[src/rtl/dcache_pkg.sv]
// Shared types and width helpers for the direct-mapped write-back data cache.
package dcache_pkg;

    localparam int WORD_W = 32;

    typedef enum logic [1:0] {
        ST_IDLE      = 2'd0,
        ST_WRITEBACK = 2'd1,
        ST_ALLOCATE  = 2'd2
    } state_e;

    localparam logic MEM_READ  = 1'b0;
    localparam logic MEM_WRITE = 1'b1;

    function automatic int word_sel_width(input int words_per_line);
        return $clog2(words_per_line);
    endfunction

    // Byte offset within a line: word select plus the two ignored byte bits.
    function automatic int offset_width(input int words_per_line);
        return $clog2(words_per_line) + 2;
    endfunction

    function automatic int index_width(input int num_sets);
        return $clog2(num_sets);
    endfunction

    function automatic int line_bits(input int words_per_line);
        return WORD_W * words_per_line;
    endfunction

endpackage

[src/rtl/dcache_line_array.sv]
// Tag/valid/dirty/data storage with one read port, a word-write port and a line-fill port.
module dcache_line_array
    import dcache_pkg::*;
#(
    parameter int NUM_SETS       = 16,
    parameter int WORDS_PER_LINE = 4,
    parameter int TAG_W          = 24
) (
    input  logic                                  clk,
    input  logic                                  rst_n_i,
    input  logic [index_width(NUM_SETS)-1:0]      index_i,
    output logic [TAG_W-1:0]                      rd_tag_o,
    output logic                                  rd_valid_o,
    output logic                                  rd_dirty_o,
    output logic [line_bits(WORDS_PER_LINE)-1:0]  rd_line_o,
    input  logic                                  wr_en_i,
    input  logic [word_sel_width(WORDS_PER_LINE)-1:0] wr_sel_i,
    input  logic [WORD_W-1:0]                     wr_word_i,
    input  logic                                  fill_en_i,
    input  logic [TAG_W-1:0]                      fill_tag_i,
    input  logic [line_bits(WORDS_PER_LINE)-1:0]  fill_line_i,
    input  logic                                  clean_en_i
);
    localparam int WSEL_W    = word_sel_width(WORDS_PER_LINE);
    localparam int LINE_BITS = line_bits(WORDS_PER_LINE);

    logic [TAG_W-1:0]     tag_mem  [NUM_SETS];
    logic [LINE_BITS-1:0] data_mem [NUM_SETS];
    logic [NUM_SETS-1:0]  valid_q;
    logic [NUM_SETS-1:0]  dirty_q;
    logic [LINE_BITS-1:0] merged_line;

    // Hits must answer in the request cycle, so the read port is combinational.
    assign rd_tag_o   = tag_mem[index_i];
    assign rd_line_o  = data_mem[index_i];
    assign rd_valid_o = valid_q[index_i];
    assign rd_dirty_o = dirty_q[index_i];

    generate
        for (genvar gi = 0; gi < WORDS_PER_LINE; gi++) begin : g_merge
            assign merged_line[gi*WORD_W +: WORD_W] =
                (wr_sel_i == WSEL_W'(gi)) ? wr_word_i : rd_line_o[gi*WORD_W +: WORD_W];
        end
    endgenerate

    always_ff @(posedge clk) begin
        if (fill_en_i) begin
            data_mem[index_i] <= fill_line_i;
            tag_mem[index_i]  <= fill_tag_i;
        end else if (wr_en_i) begin
            data_mem[index_i] <= merged_line;
        end
    end

    always_ff @(posedge clk or negedge rst_n_i) begin
        if (!rst_n_i) begin
            valid_q <= '0;
            dirty_q <= '0;
        end else if (fill_en_i) begin
            valid_q[index_i] <= 1'b1;
            dirty_q[index_i] <= 1'b0;
        end else if (wr_en_i) begin
            dirty_q[index_i] <= 1'b1;
        end else if (clean_en_i) begin
            dirty_q[index_i] <= 1'b0;
        end
    end

endmodule

[src/rtl/dcache_direct_mapped.sv]
// Blocking direct-mapped write-back/write-allocate data cache with hit/miss counters.
module dcache_direct_mapped
    import dcache_pkg::*;
#(
    parameter int NUM_SETS       = 16,
    parameter int WORDS_PER_LINE = 4,
    parameter int ADDR_W         = 32
) (
    input  logic                                 clk,
    input  logic                                 reset,
    input  logic                                 is_input_valid,
    input  logic [ADDR_W-1:0]                    addr,
    input  logic                                 mem_rw,
    input  logic [WORD_W-1:0]                    din,
    output logic                                 is_ready,
    output logic                                 is_output_valid,
    output logic [WORD_W-1:0]                    dout,
    output logic                                 is_hit,
    output logic                                 mem_req,
    output logic                                 mem_we,
    output logic [ADDR_W-1:0]                    mem_addr,
    output logic [line_bits(WORDS_PER_LINE)-1:0] mem_wdata,
    input  logic                                 mem_ack,
    input  logic [line_bits(WORDS_PER_LINE)-1:0] mem_rdata,
    output logic [31:0]                          hit_count,
    output logic [31:0]                          miss_count
);
    localparam int WSEL_W    = word_sel_width(WORDS_PER_LINE);
    localparam int OFFSET_W  = offset_width(WORDS_PER_LINE);
    localparam int INDEX_W   = index_width(NUM_SETS);
    localparam int TAG_W     = ADDR_W - INDEX_W - OFFSET_W;
    localparam int LINE_BITS = line_bits(WORDS_PER_LINE);

    logic [INDEX_W-1:0]   req_index;
    logic [TAG_W-1:0]     req_tag;
    logic [WSEL_W-1:0]    word_sel;
    logic                 unused_byte_bits;

    logic [TAG_W-1:0]     rd_tag;
    logic                 rd_valid;
    logic                 rd_dirty;
    logic [LINE_BITS-1:0] rd_line;
    logic [WORD_W-1:0]    rd_word;

    state_e               state_q, state_d;
    logic                 mem_req_q, mem_req_d;
    logic                 mem_we_q, mem_we_d;
    logic [ADDR_W-1:0]    mem_addr_q, mem_addr_d;
    logic [LINE_BITS-1:0] mem_wdata_q, mem_wdata_d;
    logic [31:0]          hit_count_q, miss_count_q;

    logic                 hit, miss, fill_en, clean_en;

    assign req_index        = addr[OFFSET_W +: INDEX_W];
    assign req_tag          = addr[ADDR_W-1 -: TAG_W];
    assign word_sel         = addr[2 +: WSEL_W];
    assign unused_byte_bits = ^addr[1:0];

    dcache_line_array #(
        .NUM_SETS       (NUM_SETS),
        .WORDS_PER_LINE (WORDS_PER_LINE),
        .TAG_W          (TAG_W)
    ) u_lines (
        .clk         (clk),
        .rst_n_i     (reset),
        .index_i     (req_index),
        .rd_tag_o    (rd_tag),
        .rd_valid_o  (rd_valid),
        .rd_dirty_o  (rd_dirty),
        .rd_line_o   (rd_line),
        .wr_en_i     (hit && mem_rw),
        .wr_sel_i    (word_sel),
        .wr_word_i   (din),
        .fill_en_i   (fill_en),
        .fill_tag_i  (req_tag),
        .fill_line_i (mem_rdata),
        .clean_en_i  (clean_en)
    );

    assign rd_word = rd_line[word_sel*WORD_W +: WORD_W];

    assign is_ready        = (state_q == ST_IDLE);
    assign hit             = is_ready && is_input_valid && rd_valid && (rd_tag == req_tag);
    assign miss            = is_ready && is_input_valid && !hit;
    assign is_hit          = hit;
    assign is_output_valid = hit;
    assign dout            = (hit && !mem_rw) ? rd_word : '0;

    assign mem_req    = mem_req_q;
    assign mem_we     = mem_we_q;
    assign mem_addr   = mem_addr_q;
    assign mem_wdata  = mem_wdata_q;
    assign hit_count  = hit_count_q;
    assign miss_count = miss_count_q;

    // Each memory state spends one cycle launching the request; acks only count once it is up.
    always_comb begin
        state_d     = state_q;
        mem_req_d   = mem_req_q;
        mem_we_d    = mem_we_q;
        mem_addr_d  = mem_addr_q;
        mem_wdata_d = mem_wdata_q;
        fill_en     = 1'b0;
        clean_en    = 1'b0;
        case (state_q)
            ST_IDLE: begin
                if (miss) begin
                    state_d = (rd_valid && rd_dirty) ? ST_WRITEBACK : ST_ALLOCATE;
                end
            end
            ST_WRITEBACK: begin
                if (!mem_req_q) begin
                    mem_req_d   = 1'b1;
                    mem_we_d    = MEM_WRITE;
                    mem_addr_d  = {rd_tag, req_index, {OFFSET_W{1'b0}}};
                    mem_wdata_d = rd_line;
                end else if (mem_ack) begin
                    mem_req_d   = 1'b0;
                    mem_we_d    = MEM_READ;
                    mem_addr_d  = '0;
                    mem_wdata_d = '0;
                    clean_en    = 1'b1;
                    state_d     = ST_ALLOCATE;
                end
            end
            ST_ALLOCATE: begin
                if (!mem_req_q) begin
                    mem_req_d   = 1'b1;
                    mem_we_d    = MEM_READ;
                    mem_addr_d  = {req_tag, req_index, {OFFSET_W{1'b0}}};
                    mem_wdata_d = '0;
                end else if (mem_ack) begin
                    mem_req_d   = 1'b0;
                    mem_addr_d  = '0;
                    fill_en     = 1'b1;
                    state_d     = ST_IDLE;
                end
            end
            default: state_d = ST_IDLE;
        endcase
    end

    always_ff @(posedge clk or negedge reset) begin
        if (!reset) begin
            state_q      <= ST_IDLE;
            mem_req_q    <= 1'b0;
            mem_we_q     <= 1'b0;
            mem_addr_q   <= '0;
            mem_wdata_q  <= '0;
            hit_count_q  <= '0;
            miss_count_q <= '0;
        end else begin
            state_q     <= state_d;
            mem_req_q   <= mem_req_d;
            mem_we_q    <= mem_we_d;
            mem_addr_q  <= mem_addr_d;
            mem_wdata_q <= mem_wdata_d;
            if (hit) begin
                hit_count_q <= hit_count_q + 32'd1;
            end
            if (miss) begin
                miss_count_q <= miss_count_q + 32'd1;
            end
        end
    end

endmodule
[config.mk]
export PLATFORM = sky130hd
export DESIGN_NAME = dcache_direct_mapped
export DESIGN_NICKNAME = d
export VERILOG_FILES = /design/src/rtl/dcache_pkg.sv /design/src/rtl/dcache_line_array.sv /design/src/rtl/dcache_direct_mapped.sv
export SDC_FILE = /design/constraint.sdc
export NUM_CORES = 2
export LEC_CHECK = 0
export BUFFER_PORTS_ARGS = -buffer_cell sky130_fd_sc_hd__buf_2
export CORE_AREA = 2 2 320 559
export DETAILED_ROUTE_END_ITERATION = 10
export DIE_AREA = 0 0 322 561
export GPL_TIMING_DRIVEN = 0
export PLACE_DENSITY = 0.79
export SYNTH_ARGS = -nofsm -noshare
export SYNTH_HDL_FRONTEND = slang
export SYNTH_SLANG_ARGS = --single-unit
[constraint.sdc]
create_clock -name clk -period 13.7 [get_ports clk]
set_clock_uncertainty 0.1 [all_clocks]
set_input_delay 0.685 -clock clk [delete_from_list [all_inputs] [get_ports clk]]
set_output_delay 0.685 -clock clk [all_outputs]
set_load 0.1 [all_outputs]
==> metrics <==
crit end category flip-flop; NetSw 5.87 mW; Synth area leaders edfxtp_1, mux4_2, dfrtp_1; async set or reset register ratio after synthesis 9.66%; Primary FF master, synth edfxtp_1; router iterations before antenna repair 9; Setup Buffers After CTS 0; final worst slack 5.04 ns; HP Class in -> reg; Setup Total Neg Slack 0 ns; largest net degree at the start of global routing 99; Routed WL per cell 42.3 um; Yosys warning total 0; CTS root buf clkbuf_16; Mapped Cells slightly below 5k; Die Wd 322 um; Final Util 70.0%; syn_nets 5072; Core Rows just over 200; maximum vdd drop around 0.21 mV; most common cell after layout, fill and taps aside edfxtp_1; Area Growth Syn to Fin 15.4%; vias after detailed routing 61.0k; HP Start addr[10]; wire length of the first global-routing pass 474000 um; CTS Sinks 2692; CTS tree done; max-slew violation count 70; nets 5893; Cell Pwr Density 159 nW/um2; status finished with violations; Achievable Freq 116 MHz; crit path launch addr[6]; die area 181000 um2; Die H 561 um; reg-to-reg critical path startpoint u_lines.tag_mem[14][13]; RSZ-0062 raised after global routing no; sequential element share of the synthesized area between 70% and 80%; footprint of the multi-input gates approximately 26000 um2; Pleak 41.7 nW; Gate power share roughly 18%; Post-synth EDFFs ~2.4k; Critical Path Source Type input port; fillers 9878; area leader, netlist edfxtp_1; Reg2Reg Setup Slack 5.87 ns; Slew @ Worst Pin 1.60 ns; drt drc 0; vias in the first global route about 60k; Distinct cells, synth 66; clk_lat worst skew 0.90 ns; DP Wirelength 228000 um; initial DRC count 10.1k; H-tree lvl count 4; Fin. Hold Viols 0; cell family with most CP delay buffers and inverters; I/O pins approximately 460; Pint 13.7 mW; fin crit share 63.2%; critical path required time about 14 ns; antenna-violating nets left 0; Critical Path, Cell by Cell clkbuf_2 > buf_2 > buf_2 > buf_2 > clkbuf_1 > nand3_1 > nand2_1 > a32oi_1 > nor4_1 > nand4_1 > clkbuf_1 > a21oi_4 > buf_12 > buf_16 > buf_16 > buf_16 > buf_16; Total Routed Length 348000 um; vias per cell 7.41; most frequent cells in the layout edfxtp_1, mux4_2, buf_2; switching share of power 30.0%; Tot GR Track Use 38.7%; Worst-path clk slew 0.07 ns; slowest CP cell nor4_1; Clk pwr share 34.4%; Most common cell on crit path buf_16; setup violators final 0; DP Worst Slack 4.69 ns; gpl congestion just under 1; critical path's largest stage delay approximately 1.4 ns; crit path buf inv count 11; failing checks capacitance limit, slew limit; largest buffer count on any clock path 4; fin crit period a little under 9 ns; total grt overflow 0; max-cap viol count 7; CTS Buf Count 227; Crit Path Max Fanout 17; PortBufs 450; Storage cell area 79500 um2; initial antenna violation count 60; layout cells sized above 1 a little over a third; core area 176000 um2; Starting Density around three fifths; post-synth top area share 68.4%; area of the mapped netlist 107000 um2; sequential fraction of design power 48.1%; Slew HR -7.80%; WP data arrival around 9.2 ns; #FFs+latches synth between 2k and 3k; Post-Syn Area per Cell 21.9 um2; critical setup path kind in -> reg
==> final timing paths <==
check                           depth (start not counted)                        to
worst min-delay path                                    1     u_lines.tag_mem[3][2]
worst min register to register                          1        u_lines.valid_q[9]
worst max register to register                         14  u_lines.data_mem[12][57]
max in group asynchronous                               3            miss_count[27]
worst max-delay path                                   17  u_lines.data_mem[12][57]
min in group asynchronous                               2       u_lines.valid_q[10]
==> kinds of logic (layout without fill, tap and decap cells) <==
group	after synthesis	in the layout	share of synthesized area, %
flops	2692	2692	74.4
mux	1116	1116	19.7
simple gates	353	353	1.69
buf+inv	313	1319	1.26
compound gates	303	303	2.17
xor+xnor	88	88	0.721
fa+ha+maj	5	5	0.0586
other cells	0	91	0
==> worst register-to-register path: stages, from the launching register on <==
cell and delay, ns:
edfxtp_1 0.37, mux4_2 0.48, mux2i_1 0.74, xnor2_1 0.13, nor4_1 0.28, a41oi_1 0.11
nor4_1 1.33, nand4_1 1.19, clkbuf_1 0.78, a21oi_4 0.97, buf_12 0.32, buf_16 0.22
buf_16 0.19, buf_16 0.20, buf_16 0.19
==> stage by stage <==
stage | cell area (um2) | cells | power [mW] | hold slack (ns)
5_1_grt | 123000 | 8174 | 19.9 | 0.106
2_1_floorplan | 107000 | 4870 | 11.8 | 0.289
6_report | 123000 | 8233 | 19.6 | 0.0996
4_1_cts | 123000 | 8140 | 19.5 | 0.0676
3_5_place_dp | 115000 | 7725 | 12.9 | 0.350
3_3_place_gp | 112000 | 7586 | 12.8 | 0.345
==> sequential cells by signal (all words and copies together) (netlist names), named ones only <==
signal and flops:
u_lines.tag_mem 384, u_lines.data_mem 2048, mem_we 1, hit_count 32, mem_addr 32, mem_req 1, u_lines.valid_q 16, miss_count 32
mem_wdata 128, state_q 2
==> Yosys cell counts (all sizes together) (7+ instances only) <==
library cell,n
inv,31
buf,96
nand4,10
o21ai,35
nor4,7
edfxtp,2432
clkbuf,186
nand3,55
xnor2,68
nand2b,9
a22o,138
mux2,268
dfrtp,260
mux2i,101
or2,18
a22oi,21
nand2,105
nor3,10
and3,23
nor2,48
a211oi,9
xor2,20
a21oi,40
o221ai,16
mux4,747
o22ai,7
and2,13
nor2b,40
==> power groups by stage <==
stage / logic (mW) / registers [mW] / clock network (mW)
final: 3.44 / 9.42 / 6.73
after global routing: 3.48 / 9.43 / 6.97
after CTS: 3.35 / 9.41 / 6.70
after detailed placement: 3.31 / 9.57 / 0
after global placement: 3.20 / 9.61 / 0
after floorplan: 1.05 / 10.8 / 0
==> routing by layer <==
| layer | wire (um) | global-route usage, % | vias up |
|---|---|---|---|
| met4 | 33100 | 30.9 | 32 |
| met2 | 163000 | 59.2 | 6339 |
| met5 | 235 | 0 | - |
| met3 | 51100 | 12.8 | 1501 |
| met1 | 101000 | 44.9 | 31000 |
| li1 | - | - | 22200 |
==> final cells by class <==
class | count | share of cell area, %
Sequential cell | 2692 | 64.5
Multi-Input combinational cell | 1865 | 21.3
Clock buffer | 277 | 4.91
Timing Repair Buffer | 592 | 4.43
Tap cell | 2266 | 2.30
Clock inverter | 137 | 1.21
Buffer | 282 | 1.01
Antenna cell | 91 | 0.185
Inverter | 31 | 0.0944
==> timing repair <==
| action | 4_1_cts | 5_1_grt |
|---|---|---|
| endpoints found under the hold margin | 68 | 0 |
| resized for setup | 0 | 0 |
| hold buffers | 1 | 0 |
Note: power is estimated with default switching activity, not from simulation.
